--- src/rtl/alu_pkg.sv ---
// Shared ALU control encodings and the multiplier sequencer state type.
package alu_pkg;

  localparam logic [2:0] ALU_AND = 3'b111;
  localparam logic [2:0] ALU_OR  = 3'b110;
  localparam logic [2:0] ALU_ADD = 3'b101;

  localparam int unsigned SEQ_COUNT_W = 5;

  typedef enum logic [1:0] {
    SEQ_IDLE = 2'b00,
    SEQ_RUN  = 2'b01,
    SEQ_DONE = 2'b10
  } seq_state_t;

endpackage

--- src/rtl/mul_sequencer_if.sv ---
// Requester-side start/done handshake of the shift-and-add multiplier.
interface mul_sequencer_if #(
  parameter int unsigned WIDTH = 32
);
  logic             start;
  logic [WIDTH-1:0] op_a;
  logic [WIDTH-1:0] op_b;
  logic             busy;
  logic             done;
  logic [WIDTH-1:0] product;
  logic             product_zero;

  modport master (
    output start, op_a, op_b,
    input  busy, done, product, product_zero
  );

  modport slave (
    input  start, op_a, op_b,
    output busy, done, product, product_zero
  );
endinterface

--- src/rtl/mul_seq_fsm.sv ---
// IDLE/RUN/DONE control for the multiplier; exits RUN once no multiplier
// bits remain or the 32nd step has been taken.
module mul_seq_fsm
  import alu_pkg::*;
(
  input  logic clk,
  input  logic reset,
  input  logic start,
  input  logic mplier_next_zero,
  input  logic count_last,
  output logic run,
  output logic done
);

  seq_state_t state, state_next;

  always_ff @(posedge clk or posedge reset) begin
    if (reset) state <= SEQ_IDLE;
    else       state <= state_next;
  end

  // The unused 2'b11 encoding falls into default and behaves as IDLE.
  always_comb begin
    state_next = SEQ_IDLE;
    run        = 1'b0;
    done       = 1'b0;
    case (state)
      SEQ_RUN: begin
        run        = 1'b1;
        state_next = (mplier_next_zero || count_last) ? SEQ_DONE : SEQ_RUN;
      end
      SEQ_DONE: begin
        done       = 1'b1;
        state_next = SEQ_IDLE;
      end
      default: begin
        state_next = start ? SEQ_RUN : SEQ_IDLE;
      end
    endcase
  end

endmodule

--- src/rtl/mul_sequencer.sv ---
// Shift-and-add 32-bit multiplier that borrows the execute-stage ALU for
// every accumulate step instead of owning an adder.
module mul_sequencer
  import alu_pkg::*;
#(
  parameter logic [2:0]  ALU_ADD_CODE = ALU_ADD,
  parameter int unsigned WIDTH        = 32
) (
  input  logic               clk,
  input  logic               reset,
  mul_sequencer_if.slave     bus,
  output logic               alu_own,
  output logic [WIDTH-1:0]   alu_a,
  output logic [WIDTH-1:0]   alu_b,
  output logic [2:0]         alu_control,
  input  logic [WIDTH-1:0]   alu_result
);

  logic [WIDTH-1:0]       acc, mcand, mplier, product, acc_next;
  logic [SEQ_COUNT_W-1:0] count;
  logic                   product_zero;
  logic                   run, done, load, leave_run;
  logic                   mplier_next_zero, count_last;

  assign mplier_next_zero = (mplier[WIDTH-1:1] == '0);
  assign count_last       = (count == '1);
  assign leave_run        = mplier_next_zero || count_last;
  assign load             = bus.start && !run && !done;
  assign acc_next         = mplier[0] ? alu_result : acc;

  mul_seq_fsm u_fsm (
    .clk              (clk),
    .reset            (reset),
    .start            (bus.start),
    .mplier_next_zero (mplier_next_zero),
    .count_last       (count_last),
    .run              (run),
    .done             (done)
  );

  always_ff @(posedge clk or posedge reset) begin
    if (reset) begin
      acc          <= '0;
      mcand        <= '0;
      mplier       <= '0;
      count        <= '0;
      product      <= '0;
      product_zero <= 1'b1;
    end else if (load) begin
      acc    <= '0;
      mcand  <= bus.op_a;
      mplier <= bus.op_b;
      count  <= '0;
    end else if (run) begin
      acc    <= acc_next;
      mcand  <= mcand << 1;
      mplier <= mplier >> 1;
      count  <= count + 1'b1;
      // Product captures the sum including this cycle's add.
      if (leave_run) begin
        product      <= acc_next;
        product_zero <= (acc_next == '0);
      end
    end
  end

  assign alu_own     = run;
  assign alu_a       = acc;
  assign alu_b       = mcand;
  assign alu_control = run ? ALU_ADD_CODE : 3'b000;

  assign bus.busy         = run || done;
  assign bus.done         = done;
  assign bus.product      = product;
  assign bus.product_zero = product_zero;

endmodule

--- src/flat_wrapper.sv ---
// flat-port wrapper written by rule: the top's interface ports become plain ports
module mul_sequencer_flat import alu_pkg::*;
#(
  parameter logic [2:0]  ALU_ADD_CODE = ALU_ADD,
  parameter int unsigned WIDTH        = 32
)
  (clk, reset, alu_own, alu_a, alu_b, alu_control, alu_result, bus_start, bus_op_a, bus_op_b, bus_busy, bus_done, bus_product, bus_product_zero);
  mul_sequencer_if #(.WIDTH(WIDTH)) bus_i ();
  input  logic clk;
  input  logic reset;
  output logic alu_own;
  output logic [WIDTH-1:0] alu_a;
  output logic [WIDTH-1:0] alu_b;
  output logic [2:0] alu_control;
  input  logic [WIDTH-1:0] alu_result;
  input wire logic [$bits(bus_i.start)-1:0] bus_start;
  input wire logic [$bits(bus_i.op_a)-1:0] bus_op_a;
  input wire logic [$bits(bus_i.op_b)-1:0] bus_op_b;
  output wire logic [$bits(bus_i.busy)-1:0] bus_busy;
  output wire logic [$bits(bus_i.done)-1:0] bus_done;
  output wire logic [$bits(bus_i.product)-1:0] bus_product;
  output wire logic [$bits(bus_i.product_zero)-1:0] bus_product_zero;
  assign bus_i.start = bus_start;
  assign bus_i.op_a = bus_op_a;
  assign bus_i.op_b = bus_op_b;
  assign bus_busy = bus_i.busy;
  assign bus_done = bus_i.done;
  assign bus_product = bus_i.product;
  assign bus_product_zero = bus_i.product_zero;
  mul_sequencer #(.ALU_ADD_CODE(ALU_ADD_CODE), .WIDTH(WIDTH)) u_core (.clk(clk), .reset(reset), .bus(bus_i), .alu_own(alu_own), .alu_a(alu_a), .alu_b(alu_b), .alu_control(alu_control), .alu_result(alu_result));
endmodule
--- config.mk ---
export PLATFORM = sky130hd
export DESIGN_NAME = mul_sequencer_flat
export DESIGN_NICKNAME = d
export VERILOG_FILES = /design/src/rtl/alu_pkg.sv /design/src/rtl/mul_sequencer_if.sv /design/src/rtl/mul_seq_fsm.sv /design/src/rtl/mul_sequencer.sv /design/src/flat_wrapper.sv
export SDC_FILE = /design/constraint.sdc
export NUM_CORES = 1
export LEC_CHECK = 0
export BUFFER_PORTS_ARGS = -buffer_cell sky130_fd_sc_hd__buf_2
export CAP_MARGIN = 20
export CORE_AREA = 2 2 120 122
export DETAILED_ROUTE_END_ITERATION = 8
export DIE_AREA = 0 0 122 124
export PLACE_DENSITY = 0.73
export SLEW_MARGIN = 25
export SYNTH_ARGS = -nofsm -noshare
export SYNTH_HDL_FRONTEND = slang
export SYNTH_SLANG_ARGS = --single-unit
--- constraint.sdc ---
create_clock -name clk -period 4.63 [get_ports clk]
set_input_delay 0.463 -clock clk [delete_from_list [all_inputs] [get_ports clk]]
set_output_delay 0.463 -clock clk [all_outputs]
set_load 0.1 [all_outputs]
==> results.yml <==
run_status:
  outcome: "complete, no violations"
logic_synthesis:
  synth_xor_area_frac: 0.00280
  synth_mux_area_frac: 0.163
  synth_area_leaders: "dfrtp_1 54%, mux2i_1 15%, o21ai_0 5.8%"
  syn_avg_cell_area_um2: 10.8
  synth_adder_area_share: 0.00799
  syn_nets: 685
  synth-seq-cells: 136
  synth-seq-area-share: 0.544
  synthSimpleGateAreaFrac: 0.0913
  synth.top_cell.area_share: 0.540
  yosysWarnings: 0
  syn_inst: 582
  synth_area_leader_cell: "dfrtp_1"
  ys_types: 31
  synth_top_family_by_area: "multiplexers"
  syn_area_mm2: 0.00626
  synth-compound-area-share: 0.148
global_route:
  grt_pass1_wl_um: 25000
  grt_max_degree: 121
  antenna_found_initial: 0
  grt_pass1_vias: 4885
  grt_remaining_overflow: 0
  grtUsageTotal: 0.214
detailed_routing:
  remaining_drc_errors: 0
  wl_per_cell_um: 16.9
  wl_um: 16100
  dr.first_iter.drc_count: 307
  dr.pass1.iters: 7
  via_per_inst: 5.46
  vias: 5196
  ant_nets: 0
place:
  dp_cells: 920
  dpl_worst_slack_ps: 2130
  port_buffers: 200
  dpl_cell_area_mm2: 0.00732
  dp.final_hpwl_um: 11300
  gp_congestion: 0.807
sta:
  hold_viol_final: 0
  min_period_ps: 2620
  worst_pin_slew_ps: 1030
  finalCritPeriodShare: 0.565
  skew_ps: 9.82
  rsz0062_at_grt: "false"
  tns_ps: 0
  worst_slack_ps: 2010
  setup_viol: 0
  fmax_ghz: 0.382
  max_slew_margin: 0.314
  slew_violations: 0
cts:
  clk_pin_slew_ps: 60
  cts_tree: "built"
  post_cts_buffers: 0
  clock-sinks: 136
  cts_made_buffers: 17
  worst_skew_pair.late_latency_ps: 420
  htree_levels: 4
  post_cts_resized: 0
  clock_path_buffers: 2
  cts_root_buffer: "clkbuf_16"
  ctsHoldBuffers: 0
finish:
  layout-drive-gt1-share: 0.330
  layout_commonest_cell: "buf_2"
  multi_input_area_mm2: 0.00263
  final_cell_mix: "200 x buf_2, 134 x dfrtp_1, 91 x mux2i_1"
  diodes: 0
  syn_to_final_growth_pct: 27.0
  final_area_mm2: 0.00795
  seqCellArea_mm2: 0.00341
  nets: 862
  fillers: 1156
  stdcell_count: 952
job:
  cap_violations: 0
critical_path:
  start_kind: "register"
  critPathKind: "register to output port"
  worstPathMaxFanout: 87
  r2r_slack_ps: 2120
  cp.required_ps: 4170
  endpoint_kind: "output port"
  critPathArrivalTime_ps: 2150
die:
  rows: 43
  io_pins: 202
  start_util: 0.456
  die_w_um: 122
  coreArea_mm2: 0.0137
  die_area_mm2: 0.0151
  die_height_um: 124
min_path:
  hold_path.class: "input pin to asynchronous set/reset pin"
flip-flops by register name, summed over array words and instances, names as in the netlist:
register                 count
u_core.count                 5
u_core.alu_a                32
u_core.u_fsm.state           2
u_core.bus.product          32
u_core.alu_b                32
u_core.bus.product_zero      1
u_core.mplier               32
per-layer routing:
| layer | GRT usage | wire (um) | up-vias | part of all wire |
|---|---|---|---|---|
| met2 | 0.339 | 7500 | 205 | 0.47 |
| met3 | 0.0609 | 1270 | 19 | 0.079 |
| li1 | - | - | 2450 | - |
| met1 | 0.286 | 7110 | 2522 | 0.44 |
| met5 | 0 | 0 | - | 0 |
| met4 | 0.0711 | 217 | 0 | 0.013 |
cells in the mapped netlist, drive strengths merged:
cell type,count
a21oi,30
a22o,27
a31oi,27
and2,1
and3,1
buf,30
clkbuf,18
conb,1
dfrtp,135
dfstp,1
ha,4
inv,5
mux2,10
mux2i,91
nand2,88
nand2b,1
nand3,1
nand4,6
nor2,4
nor2b,1
nor3,2
nor4,23
o21ai,72
o21bai,1
xnor2,1
xor2,1
layout make-up:
| class | instances | share of cell area |
|---|---|---|
| Multi-Input combinational cell | 393 | 0.330 |
| Clock buffer | 24 | 0.0643 |
| Timing Repair Buffer | 206 | 0.132 |
| Tap cell | 180 | 0.0283 |
| Inverter | 5 | 0.00299 |
| Clock inverter | 8 | 0.0145 |
| Sequential cell | 136 | 0.428 |
cell families (layout without fill, tap and decap cells):
logic type                 after synthesis  count (layout)
and+or+nand+nor                        128             128
buffers and inverters                   53             243
AOI/OAI and AO/OA                      157             157
xor gates and xnor gates                 2               2
adders and majority gates                4               4
DFF                                    136             136
other                                    1               1
muxes                                  101             101
final timing paths:
check	startpoint	to	cells past startpoint
max in group asynchronous	reset	u_core.bus.product_zero	3
max	u_core.u_fsm.state[1]	alu_own	3
min	reset	u_core.alu_b[13]	2
min in group clk	alu_result[0]	u_core.alu_a[0]	2
min reg2reg	u_core.bus.product_zero	u_core.bus.product_zero	2
max reg2reg	u_core.u_fsm.state[1]	u_core.mplier[28]	4
metrics by stage:
| stage | hold slack [ps] | util |
|---|---|---|
| after CTS | 265 | 0.579 |
| after floorplan | 471 | - |
| after global placement | 457 | 0.534 |
| after global routing | 296 | 0.580 |
| final | 216 | 0.580 |
| after detailed placement | 466 | 0.534 |
critical path, cell delays in order (launching register included):
cell and delay (ps):
dfrtp_1 380, inv_1 90, ha_4 690, buf_2 560
Power is left out: the tool's default activity adds up to more than one toggle a clock period on the data nets, which glitch-free logic cannot reach.
